File: config.mk
export PLATFORM = sky130hd
export DESIGN_NAME = usb_fe_rx_flat
export DESIGN_NICKNAME = d
export VERILOG_FILES = /design/src/rtl/usb_fe_rx_if.sv /design/src/rtl/usb_fe_rx.sv /design/src/flat_wrapper.sv
export SDC_FILE = /design/constraint.sdc
export NUM_CORES = 1
export LEC_CHECK = 0
export CAP_MARGIN = 20
export CORE_MARGIN = 1.5
export CORE_UTILIZATION = 58
export CTS_BUF_LIST = sky130_fd_sc_hd__clkbuf_8
export CTS_CLUSTER_SIZE = 14
export DETAILED_ROUTE_END_ITERATION = 8
export PLACE_DENSITY_LB_ADDON = 0.12
export SYNTH_ARGS = -nofsm -noshare
export SYNTH_HDL_FRONTEND = slang
export SYNTH_SLANG_ARGS = --single-unit
export TNS_END_PERCENT = 20
File: constraint.sdc
create_clock -name clk -period 5.8 [get_ports clk]
set_input_delay 1.16 -clock clk [delete_from_list [all_inputs] [get_ports clk]]
set_output_delay 1.16 -clock clk [all_outputs]
set_load 0.02 [all_outputs]
File: src/rtl/usb_fe_rx_if.sv
// usb_fe_rx_if: receive bundle from the USB full-speed front-end
// to the packet decoder.
//
// Signals:
//   line_state  synchronised line: 0 SE0, 1 J, 2 K, 3 SE1
//   rx_active   high from SYNC detection until EOP or error
//   rx_data     received byte, LSB first on the wire
//   rx_valid    one-cycle strobe qualifying rx_data
//   rx_eop      one-cycle strobe at a clean packet end
//   rx_err      one-cycle strobe on stuff/SE1/alignment error
//   usb_reset   high while SE0 has lasted long enough
//
// master: the front-end; slave: the packet decoder.
interface usb_fe_rx_if;
   logic [1:0] line_state;
   logic       rx_active;
   logic [7:0] rx_data;
   logic       rx_valid;
   logic       rx_eop;
   logic       rx_err;
   logic       usb_reset;

   modport master (
      output line_state,
      output rx_active,
      output rx_data,
      output rx_valid,
      output rx_eop,
      output rx_err,
      output usb_reset
   );

   modport slave (
      input line_state,
      input rx_active,
      input rx_data,
      input rx_valid,
      input rx_eop,
      input rx_err,
      input usb_reset
   );
endinterface

File: src/rtl/usb_fe_rx.sv
// usb_fe_rx: full-speed USB device receive front-end.
// 4x oversampled bit recovery, SYNC, NRZI, unstuff, EOP, bus reset.
//
// Ports:
//   clk    48 MHz clock (4x the FS bit rate)
//   rst_n  asynchronous active-low reset
//   dp/dn  raw USB lines, asynchronous to clk
//   rx     usb_fe_rx_if master: line state, bytes, framing, reset
module usb_fe_rx #(
   parameter int SYNC_STAGES      = 2,
   parameter int BUS_RESET_CYCLES = 120
) (
   input  logic         clk,
   input  logic         rst_n,
   input  logic         dp,
   input  logic         dn,
   usb_fe_rx_if.master  rx
);

   localparam logic [1:0] LS_SE0 = 2'd0;
   localparam logic [1:0] LS_J   = 2'd1;
   localparam logic [1:0] LS_K   = 2'd2;
   localparam logic [1:0] LS_SE1 = 2'd3;

   localparam int RW = $clog2(BUS_RESET_CYCLES + 1);
   localparam logic [RW-1:0] RMAX = RW'(BUS_RESET_CYCLES);

   typedef enum logic [1:0] {
      S_IDLE,
      S_SYNC,
      S_DATA,
      S_EOP
   } state_t;

   // ---------------------------------------------------------
   // Metastability synchronisers, idling at J
   // ---------------------------------------------------------
   logic [SYNC_STAGES-1:0] dp_sync;
   logic [SYNC_STAGES-1:0] dn_sync;
   logic [1:0]             line_st;

   always_ff @(posedge clk or negedge rst_n) begin
      if (!rst_n) begin
         dp_sync <= '1;
         dn_sync <= '0;
      end else begin
         dp_sync <= {dp_sync[SYNC_STAGES-2:0], dp};
         dn_sync <= {dn_sync[SYNC_STAGES-2:0], dn};
      end
   end

   assign line_st = {dn_sync[SYNC_STAGES-1],
                     dp_sync[SYNC_STAGES-1]};

   // ---------------------------------------------------------
   // Bit clock recovery
   // ---------------------------------------------------------
   // The change cycle counts as phase 0, so phase_q holds 1 on
   // the next cycle and the strobe lands two cycles after each
   // observed edge: mid-bit, with a cycle of margin either way.
   logic [1:0] ls_q;
   logic [1:0] phase_q;
   logic       chg;
   logic       strobe;

   assign chg    = (line_st != ls_q);
   assign strobe = !chg && (phase_q == 2'd2);

   always_ff @(posedge clk or negedge rst_n) begin
      if (!rst_n) begin
         ls_q    <= LS_J;
         phase_q <= 2'd0;
      end else begin
         ls_q    <= line_st;
         phase_q <= chg ? 2'd1 : phase_q + 2'd1;
      end
   end

   // ---------------------------------------------------------
   // Receive FSM and datapath
   // ---------------------------------------------------------
   state_t     state_q,  state_n;
   logic       prev_k_q, prev_k_n;
   logic [6:0] sr_q,     sr_n;
   logic [4:0] cnt_q,    cnt_n;
   logic [2:0] ones_q,   ones_n;
   logic [2:0] bit_q,    bit_n;
   logic [6:0] byte_q,   byte_n;
   logic [1:0] se0_q,    se0_n;
   logic [7:0] data_q,   data_n;
   logic       active_q, active_n;
   logic       valid_q,  valid_n;
   logic       eop_q,    eop_n;
   logic       err_q,    err_n;

   logic       is_k;
   logic       is_jk;
   logic       bit_dec;
   logic [7:0] sync_win;
   logic       fail;
   logic       done;

   assign is_k     = (line_st == LS_K);
   assign is_jk    = (line_st == LS_J) || is_k;
   assign bit_dec  = (is_k == prev_k_q);
   assign sync_win = {sr_q, bit_dec};

   always_comb begin
      state_n  = state_q;
      prev_k_n = prev_k_q;
      sr_n     = sr_q;
      cnt_n    = cnt_q;
      ones_n   = ones_q;
      bit_n    = bit_q;
      byte_n   = byte_q;
      se0_n    = se0_q;
      data_n   = data_q;
      active_n = active_q;
      valid_n  = 1'b0;
      eop_n    = 1'b0;
      err_n    = 1'b0;
      fail     = 1'b0;
      done     = 1'b0;

      if (strobe) begin
         unique case (state_q)
            S_IDLE: begin
               // The opening K is already the first SYNC zero.
               if (is_k) begin
                  state_n  = S_SYNC;
                  prev_k_n = 1'b1;
                  sr_n     = '0;
                  cnt_n    = 5'd1;
               end
            end

            S_SYNC: begin
               if (!is_jk) begin
                  state_n  = S_IDLE;
                  prev_k_n = 1'b0;
               end else begin
                  prev_k_n = is_k;
                  sr_n     = sync_win[6:0];
                  cnt_n    = cnt_q + 5'd1;
                  if (cnt_q >= 5'd7 && sync_win == 8'h01) begin
                     state_n  = S_DATA;
                     active_n = 1'b1;
                     // SYNC's trailing 1 opens the first run.
                     ones_n   = 3'd1;
                     bit_n    = 3'd0;
                  end else if (cnt_q == 5'd15) begin
                     state_n  = S_IDLE;
                     prev_k_n = 1'b0;
                  end
               end
            end

            S_DATA: begin
               unique case (line_st)
                  LS_SE0: begin
                     state_n = S_EOP;
                     se0_n   = 2'd1;
                  end
                  LS_SE1: begin
                     fail = 1'b1;
                  end
                  default: begin
                     prev_k_n = is_k;
                     if (ones_q == 3'd6) begin
                        // Stuff bit: must be 0, never kept.
                        if (bit_dec) begin
                           fail = 1'b1;
                        end else begin
                           ones_n = 3'd0;
                        end
                     end else begin
                        ones_n = bit_dec ? ones_q + 3'd1 : 3'd0;
                        byte_n = {bit_dec, byte_q[6:1]};
                        bit_n  = bit_q + 3'd1;
                        if (bit_q == 3'd7) begin
                           data_n  = {bit_dec, byte_q};
                           valid_n = 1'b1;
                        end
                     end
                  end
               endcase
            end

            S_EOP: begin
               unique case (line_st)
                  LS_SE0: begin
                     if (se0_q == 2'd3) begin
                        fail = 1'b1;
                     end else begin
                        se0_n = se0_q + 2'd1;
                     end
                  end
                  LS_J: begin
                     done = 1'b1;
                     if (bit_q == 3'd0) begin
                        eop_n = 1'b1;
                     end else begin
                        err_n = 1'b1;
                     end
                  end
                  default: begin
                     fail = 1'b1;
                  end
               endcase
            end
         endcase
      end

      if (fail) begin
         err_n = 1'b1;
      end

      if (fail || done) begin
         state_n  = S_IDLE;
         active_n = 1'b0;
         prev_k_n = 1'b0;
      end
   end

   always_ff @(posedge clk or negedge rst_n) begin
      if (!rst_n) begin
         state_q  <= S_IDLE;
         prev_k_q <= 1'b0;
         sr_q     <= '0;
         cnt_q    <= '0;
         ones_q   <= '0;
         bit_q    <= '0;
         byte_q   <= '0;
         se0_q    <= '0;
         data_q   <= 8'h00;
         active_q <= 1'b0;
         valid_q  <= 1'b0;
         eop_q    <= 1'b0;
         err_q    <= 1'b0;
      end else begin
         state_q  <= state_n;
         prev_k_q <= prev_k_n;
         sr_q     <= sr_n;
         cnt_q    <= cnt_n;
         ones_q   <= ones_n;
         bit_q    <= bit_n;
         byte_q   <= byte_n;
         se0_q    <= se0_n;
         data_q   <= data_n;
         active_q <= active_n;
         valid_q  <= valid_n;
         eop_q    <= eop_n;
         err_q    <= err_n;
      end
   end

   // ---------------------------------------------------------
   // Bus reset: saturating SE0 duration counter
   // ---------------------------------------------------------
   logic [RW-1:0] rcnt_q;
   logic [RW-1:0] rcnt_n;
   logic          ureset_q;

   always_comb begin
      rcnt_n = '0;
      if (line_st == LS_SE0) begin
         rcnt_n = (rcnt_q == RMAX) ? rcnt_q : rcnt_q + 1'b1;
      end
   end

   always_ff @(posedge clk or negedge rst_n) begin
      if (!rst_n) begin
         rcnt_q   <= '0;
         ureset_q <= 1'b0;
      end else begin
         rcnt_q   <= rcnt_n;
         ureset_q <= (rcnt_n == RMAX);
      end
   end

   // ---------------------------------------------------------
   // Outputs
   // ---------------------------------------------------------
   assign rx.line_state = line_st;
   assign rx.rx_active  = active_q;
   assign rx.rx_data    = data_q;
   assign rx.rx_valid   = valid_q;
   assign rx.rx_eop     = eop_q;
   assign rx.rx_err     = err_q;
   assign rx.usb_reset  = ureset_q;

endmodule

File: src/flat_wrapper.sv
// flat-port wrapper written by rule: the top's interface ports become plain ports
module usb_fe_rx_flat 
#(
   parameter int SYNC_STAGES      = 2,
   parameter int BUS_RESET_CYCLES = 120
)
  (clk, rst_n, dp, dn, rx_line_state, rx_rx_active, rx_rx_data, rx_rx_valid, rx_rx_eop, rx_rx_err, rx_usb_reset);
  usb_fe_rx_if rx_i ();
  input  logic clk;
  input  logic rst_n;
  input  logic dp;
  input  logic dn;
  output wire logic [$bits(rx_i.line_state)-1:0] rx_line_state;
  output wire logic [$bits(rx_i.rx_active)-1:0] rx_rx_active;
  output wire logic [$bits(rx_i.rx_data)-1:0] rx_rx_data;
  output wire logic [$bits(rx_i.rx_valid)-1:0] rx_rx_valid;
  output wire logic [$bits(rx_i.rx_eop)-1:0] rx_rx_eop;
  output wire logic [$bits(rx_i.rx_err)-1:0] rx_rx_err;
  output wire logic [$bits(rx_i.usb_reset)-1:0] rx_usb_reset;
  assign rx_line_state = rx_i.line_state;
  assign rx_rx_active = rx_i.rx_active;
  assign rx_rx_data = rx_i.rx_data;
  assign rx_rx_valid = rx_i.rx_valid;
  assign rx_rx_eop = rx_i.rx_eop;
  assign rx_rx_err = rx_i.rx_err;
  assign rx_usb_reset = rx_i.usb_reset;
  usb_fe_rx #(.SYNC_STAGES(SYNC_STAGES), .BUS_RESET_CYCLES(BUS_RESET_CYCLES)) u_core (.clk(clk), .rst_n(rst_n), .dp(dp), .dn(dn), .rx(rx_i));
endmodule
==> After elaboration in Yosys (flattened, before gate mapping) <==
Index checks and enable logic that the tools add are counted.
{ "totals": {"ff_bits": 58, "word_cells": 153, "out_inout_bits": 15, "inputBits": 4} }
{ "op_classes": {"n_bitwise": 2, "eq_ne": 29, "n_reduce_logical": 26, "muxes": 70, "add_sub_neg": 6, "n_lt_le_gt_ge": 1} }
{ "op_table": {"columns": ["operator", "n"], "rows": [
  ["$mux W1", 33],
  ["$mux W3", 10],
  ["$mux W7", 4],
  ["$mux W2", 11],
  ["$reduce_and A4 Y1", 4],
  ["$reduce_and A5 Y1", 3],
  ["$eq A7 B7 Y1 const B", 2],
  ["$pmux W7 S2", 1],
  ["$reduce_bool A2 Y1", 7],
  ["$eq A2 B2 Y1 const B", 6],
  ["$pmux W3 S2", 2],
  ["$reduce_and A6 Y1", 2],
  ["$mux W5", 2],
  ["$ne A2 B1 Y1 const B", 5],
  ["$pmux W5 S2", 1],
  ["$eq A8 B1 Y1 const B", 1],
  ["$add A7 B1 Y7 const B", 1],
  ["$add A3 B1 Y3 const B", 2],
  ["$eq A3 B3 Y1 const B", 2],
  ["$ne A2 B2 Y1 const B", 3],
  ["$ne A3 B1 Y1 const B", 2],
  ["$pmux W1 S2", 3],
  ["$pmux W2 S3", 1],
  ["$add A5 B1 Y5 const B", 1],
  ["other kinds (19)", 25]
]} }

==> Longest topological paths before layout <==
{ "depth": {"word_depth": 10, "depth_mapped": 9} }

==> Worst setup path after synthesis <==
Ideal clock, no wire load.
{ "synth_timing": {"path_type": "register to register", "startpoint": "reg u_core.dp_sync[1]", "endpoint": "reg u_core.bit_q[0]", "t_arrival_ns": 2.028, "n_path_buf": 0, "synth_period_minus_slack_ns": 2.153, "stages_incl_launch_ff": 8, "path_slack_ns": 3.647, "path_cell_list": "dfstp_2 inv_1 ha_1 xnor2_2 and3_4 nand2_4 a2111o_1 mux2i_1"} }
{ "synth_via": {"elab_chain_cells": 6, "elab_cells_between_ends": 16} }
{ "synth_lines": {"columns": ["item", "line_no", "rtl"], "rows": [
  ["start: declaration", "usb_fe_rx.sv:38", "logic [SYNC_STAGES-1:0] dp_sync;"],
  ["start signal: assignment", "usb_fe_rx.sv:47", "dp_sync <= {dp_sync[SYNC_STAGES-2:0], dp};"],
  ["$eq A2 B2 Y1", "usb_fe_rx.sv:103", "assign is_k = (line_st == LS_K);"],
  ["$eq A1 B1 Y1", "usb_fe_rx.sv:105", "assign bit_dec = (is_k == prev_k_q);"],
  ["$eq A8 B1 Y1", "usb_fe_rx.sv:145", "if (cnt_q >= 5'd7 && sync_win == 8'h01) begin"],
  ["$logic_and A1 B1 Y1", "usb_fe_rx.sv:145", null],
  ["$ne A2 B1 Y1 (no source line)", null, null],
  ["$reduce_and A6 Y1 (no source line) *", null, null],
  ["end signal: assignment", "usb_fe_rx.sv:246", "bit_q <= bit_n;"],
  ["end: declaration", "usb_fe_rx.sv:87", "logic [2:0] bit_q, bit_n;"]
]} }
Mark *: on every way between the ends. The rest lies on a longest branch, timed or not.
A chain may end at the register's enable or synchronous reset.

==> Final worst setup path <==
{ "layout_timing": {"startpoint": "reg u_core.dp_sync[1]", "endpoint": "out rx_line_state[0]"} }
{ "layout_lines": {"columns": ["item", "line_no", "rtl"], "rows": [
  ["end: declaration", "flat_wrapper.sv:13", "output wire logic [$bits(rx_i.line_state)-1:0] rx_line_state;"]
]} }
No word-level cell between the ends.

==> results.yml <==
synth:
  syn_area_per_cell_um2: 11.5
  synth-seq-area-share: 0.506
  ys.flop_type: "dfrtp_1"
  synthArstFlopShare: 1.00
  yosys_warnings: 0
  netlist_area_um2: 2880
  synth_edf_count: 0
  ys_ff_latch: 58
  netlist_instances: 251
  yosysUniqueCellTypes: 53
  syn_nets: 275
critical_path:
  crit_path_top_delay_cell: "clkdlybuf4s50_1"
  crit_path_max_incr_delay_ns: 0.62
  cp.arrival_ns: 1.54
  worstPathRequired_ns: 4.64
  crit_fanout: 6
  cp-start-kind: "flop"
  path_buf_inv: 1
  crit_type: "reg -> out"
  crit_path_cell_trace: "clkdlybuf4s50_1"
  critPathCaptureType: "output port"
  path_delay_family: "buffers and inverters"
sta:
  setup_viol: 0
  rsz0062_at_grt: "false"
  tightestPinTransition_ns: 0.709
  fin_setup_tns_ns: 0
  fin_crit_sh: 0.465
  period_needed_ns: 2.70
  hold_viol_final: 0
  max-slew-margin-rel: 0.527
  max_freq_ghz: 0.371
  whs_ns: 0.351
  fin_skew_ns: 0.00956
  maxSlewViolCount: 0
grt:
  grtUsageMet1: 0.303
  top_usage_layer: "met1"
  grt_usage: 0.207
  use_met3: 0.0412
  antenna_found_initial: 0
  grt_pass1_vias: 1757
  grt_max_degree: 59
  grt_pass1_wl_um: 8370
  grt-ovfl-total: 0
  met2_usage: 0.293
routing:
  drtPass1Iterations: 5
  drt-initial-drc-count: 112
  wl_um: 5030
  wire_per_inst_um: 14.5
  avgViaCountPerCell: 5.62
  antenna_left: 0
  drc: 0
  vias: 1944
die:
  die_w_um: 73.4
  die_h_um: 73.4
  ioPinCount: 19
  rows: 25
  initial_core_util: 0.605
  die_area_um2: 5390
  core_area_um2: 4750
place:
  dp_cells: 330
  place_congestion: 0.807
  dp_hpwl_um: 3370
  io_buffers: 18
finish:
  layout.cells.non_filler: 346
  syn_to_final_growth_pct: 15.1
  drive_gt1_frac: 0.154
  fin_util: 0.696
  nets: 298
  num_antenna_cells: 0
clock_tree:
  cts_htree_levels: 3
  post_cts_resized: 0
  cts_num_sinks: 58
  cts_root_buffer: "clkbuf_8"
  cts_inserted_buffers: 9
  clkSlewWorstSetupHoldPaths_ns: 0.07
  clk_latency_ns: 0.34
  clock_path_buffers: 2
  postCtsSetupBuffers: 0
  cts_tree: "built"
  holdBufCountCts: 0
flow_run:
  cap_violations: 0
power_and_ir_drop:
  power_density_nw_per_um2: 270
  p_leak_nw: 1.56
  ir_worst_vdd_uv: 143
hold_path:
  min_path_type: "reg -> reg"
status:
  status: "completed"
-- Yosys cell counts, types with 3 or more instances --
library cell  count  area (um^2)
nand3_1           5         25.0
ha_1             20          250
o21ai_0          13         65.1
nor2b_1           3         18.8
nand2_1          20         75.1
dfrtp_1          55         1380
xor2_1            4         35.0
mux2i_1           4         40.0
xnor2_1           4         35.0
nor3b_1           4         30.0
nor2_1            4         15.0
clkbuf_1          4         15.0
o31ai_1           3         22.5
and2_1            4         25.0
a21oi_1           6         30.0
inv_1            20         75.1
a22o_1           11         96.3
and3_1            3         18.8
dfstp_2           3         78.8
nor3_1            6         30.0
mux2_2           15          169
-- worst paths after layout --
path,start,end,slack [ns],cells after the start
min reg2reg,u_core.dn_sync[0],u_core.dn_sync[1],0.35,0
min in group asynchronous,rst_n,u_core.cnt_q[1],0.95,2
max in group asynchronous,rst_n,u_core.bit_q[0],4.36,2
max,u_core.dp_sync[1],rx_line_state[0],3.10,1
max reg2reg,u_core.dp_sync[1],u_core.ones_q[1],3.38,7
min,u_core.dn_sync[0],u_core.dn_sync[1],0.35,0
-- power by group --
group	leakage, nW	switching (mW)	internal [mW]	total [mW]
sequential	0.786	0.00946	0.415	0.424
combinational	0.663	0.0472	0.0277	0.0749
clock	0.116	0.157	0.238	0.395
total	1.56	0.214	0.680	0.894
-- placed cells by master, fill, tap and decap left out, types with 3 or more instances in the layout --
master	Yosys	layout
o31ai_1	3	3
dfrtp_1	55	55
nand3_1	5	5
and2_1	4	4
nand2_1	20	20
o21ai_0	13	13
nor3b_1	4	4
clkbuf_8	0	9
and3_1	3	3
a21oi_1	6	6
inv_1	20	22
xnor2_1	4	4
nor3_1	6	6
mux2_2	15	15
nor2_1	4	4
a22o_1	11	11
xor2_1	4	4
mux2i_1	4	4
dfstp_2	3	3
ha_1	20	20
nor2b_1	3	3
clkdlybuf4s50_1	0	17
-- state kept, by name (all words and copies together) (netlist names) --
signal,count
u_core.rx.rx_active,1
u_core.prev_k_q,1
u_core.dp_sync,2
u_core.phase_q,2
u_core.dn_sync,2
u_core.rx.rx_valid,1
u_core.rx.usb_reset,1
u_core.state_q,2
u_core.ls_q,2
u_core.byte_q,7
u_core.bit_q,3
u_core.rx.rx_err,1
u_core.se0_q,2
u_core.rcnt_q,7
u_core.ones_q,3
u_core.sr_q,7
u_core.rx.rx_eop,1
u_core.rx.rx_data,8
u_core.cnt_q,5
-- kinds of logic after synthesis --
| logic type | after synthesis | synth area share |
|---|---|---|
| xor+xnor | 9 | 0.0300 |
| fa+ha+maj | 20 | 0.0870 |
| buf+inv | 27 | 0.0405 |
| flops | 58 | 0.506 |
| compound gates | 50 | 0.125 |
| simple gates | 67 | 0.133 |
| mux | 20 | 0.0779 |
-- final cells by class --
cell class	instances	area, um^2
Clock inverter	7	86.3
Clock buffer	9	124
Timing Repair Buffer	19	183
Tap cell	67	83.8
Fill cell	344	1440
Sequential cell	58	1460
Multi-Input combinational cell	166	1300
Inverter	20	75.1
-- routing by layer --
metal / share of wire / routed length, um
met3: 0.027 / 134
met5: 0 / 0
met2: 0.43 / 2180
met1: 0.52 / 2620
met4: 0.018 / 90
-- per-stage QoR --
step / setup slack (ns) / total power, mW / instance area [um^2]
after floorplan: 3.65 / 0.482 / 2880
after global routing: 3.04 / 0.930 / 3310
final: 3.10 / 0.894 / 3310
after global placement: 3.45 / 0.505 / 3100
after CTS: 3.08 / 0.900 / 3310
after detailed placement: 3.39 / 0.506 / 3100
-- worst register-to-register path, delay by kind of cell, from the launching register on --
kind,cells,cell delay (ns)
buffers and inverters,1,0.08
adder cells (fa/ha/maj),1,0.29
flip-flops,1,0.59
AO/OA/AOI/OAI,1,0.29
AND/OR/NAND/NOR,2,0.37
XOR/XNOR,1,0.35
multiplexers,1,0.34
(Power assumes the default switching activity.)
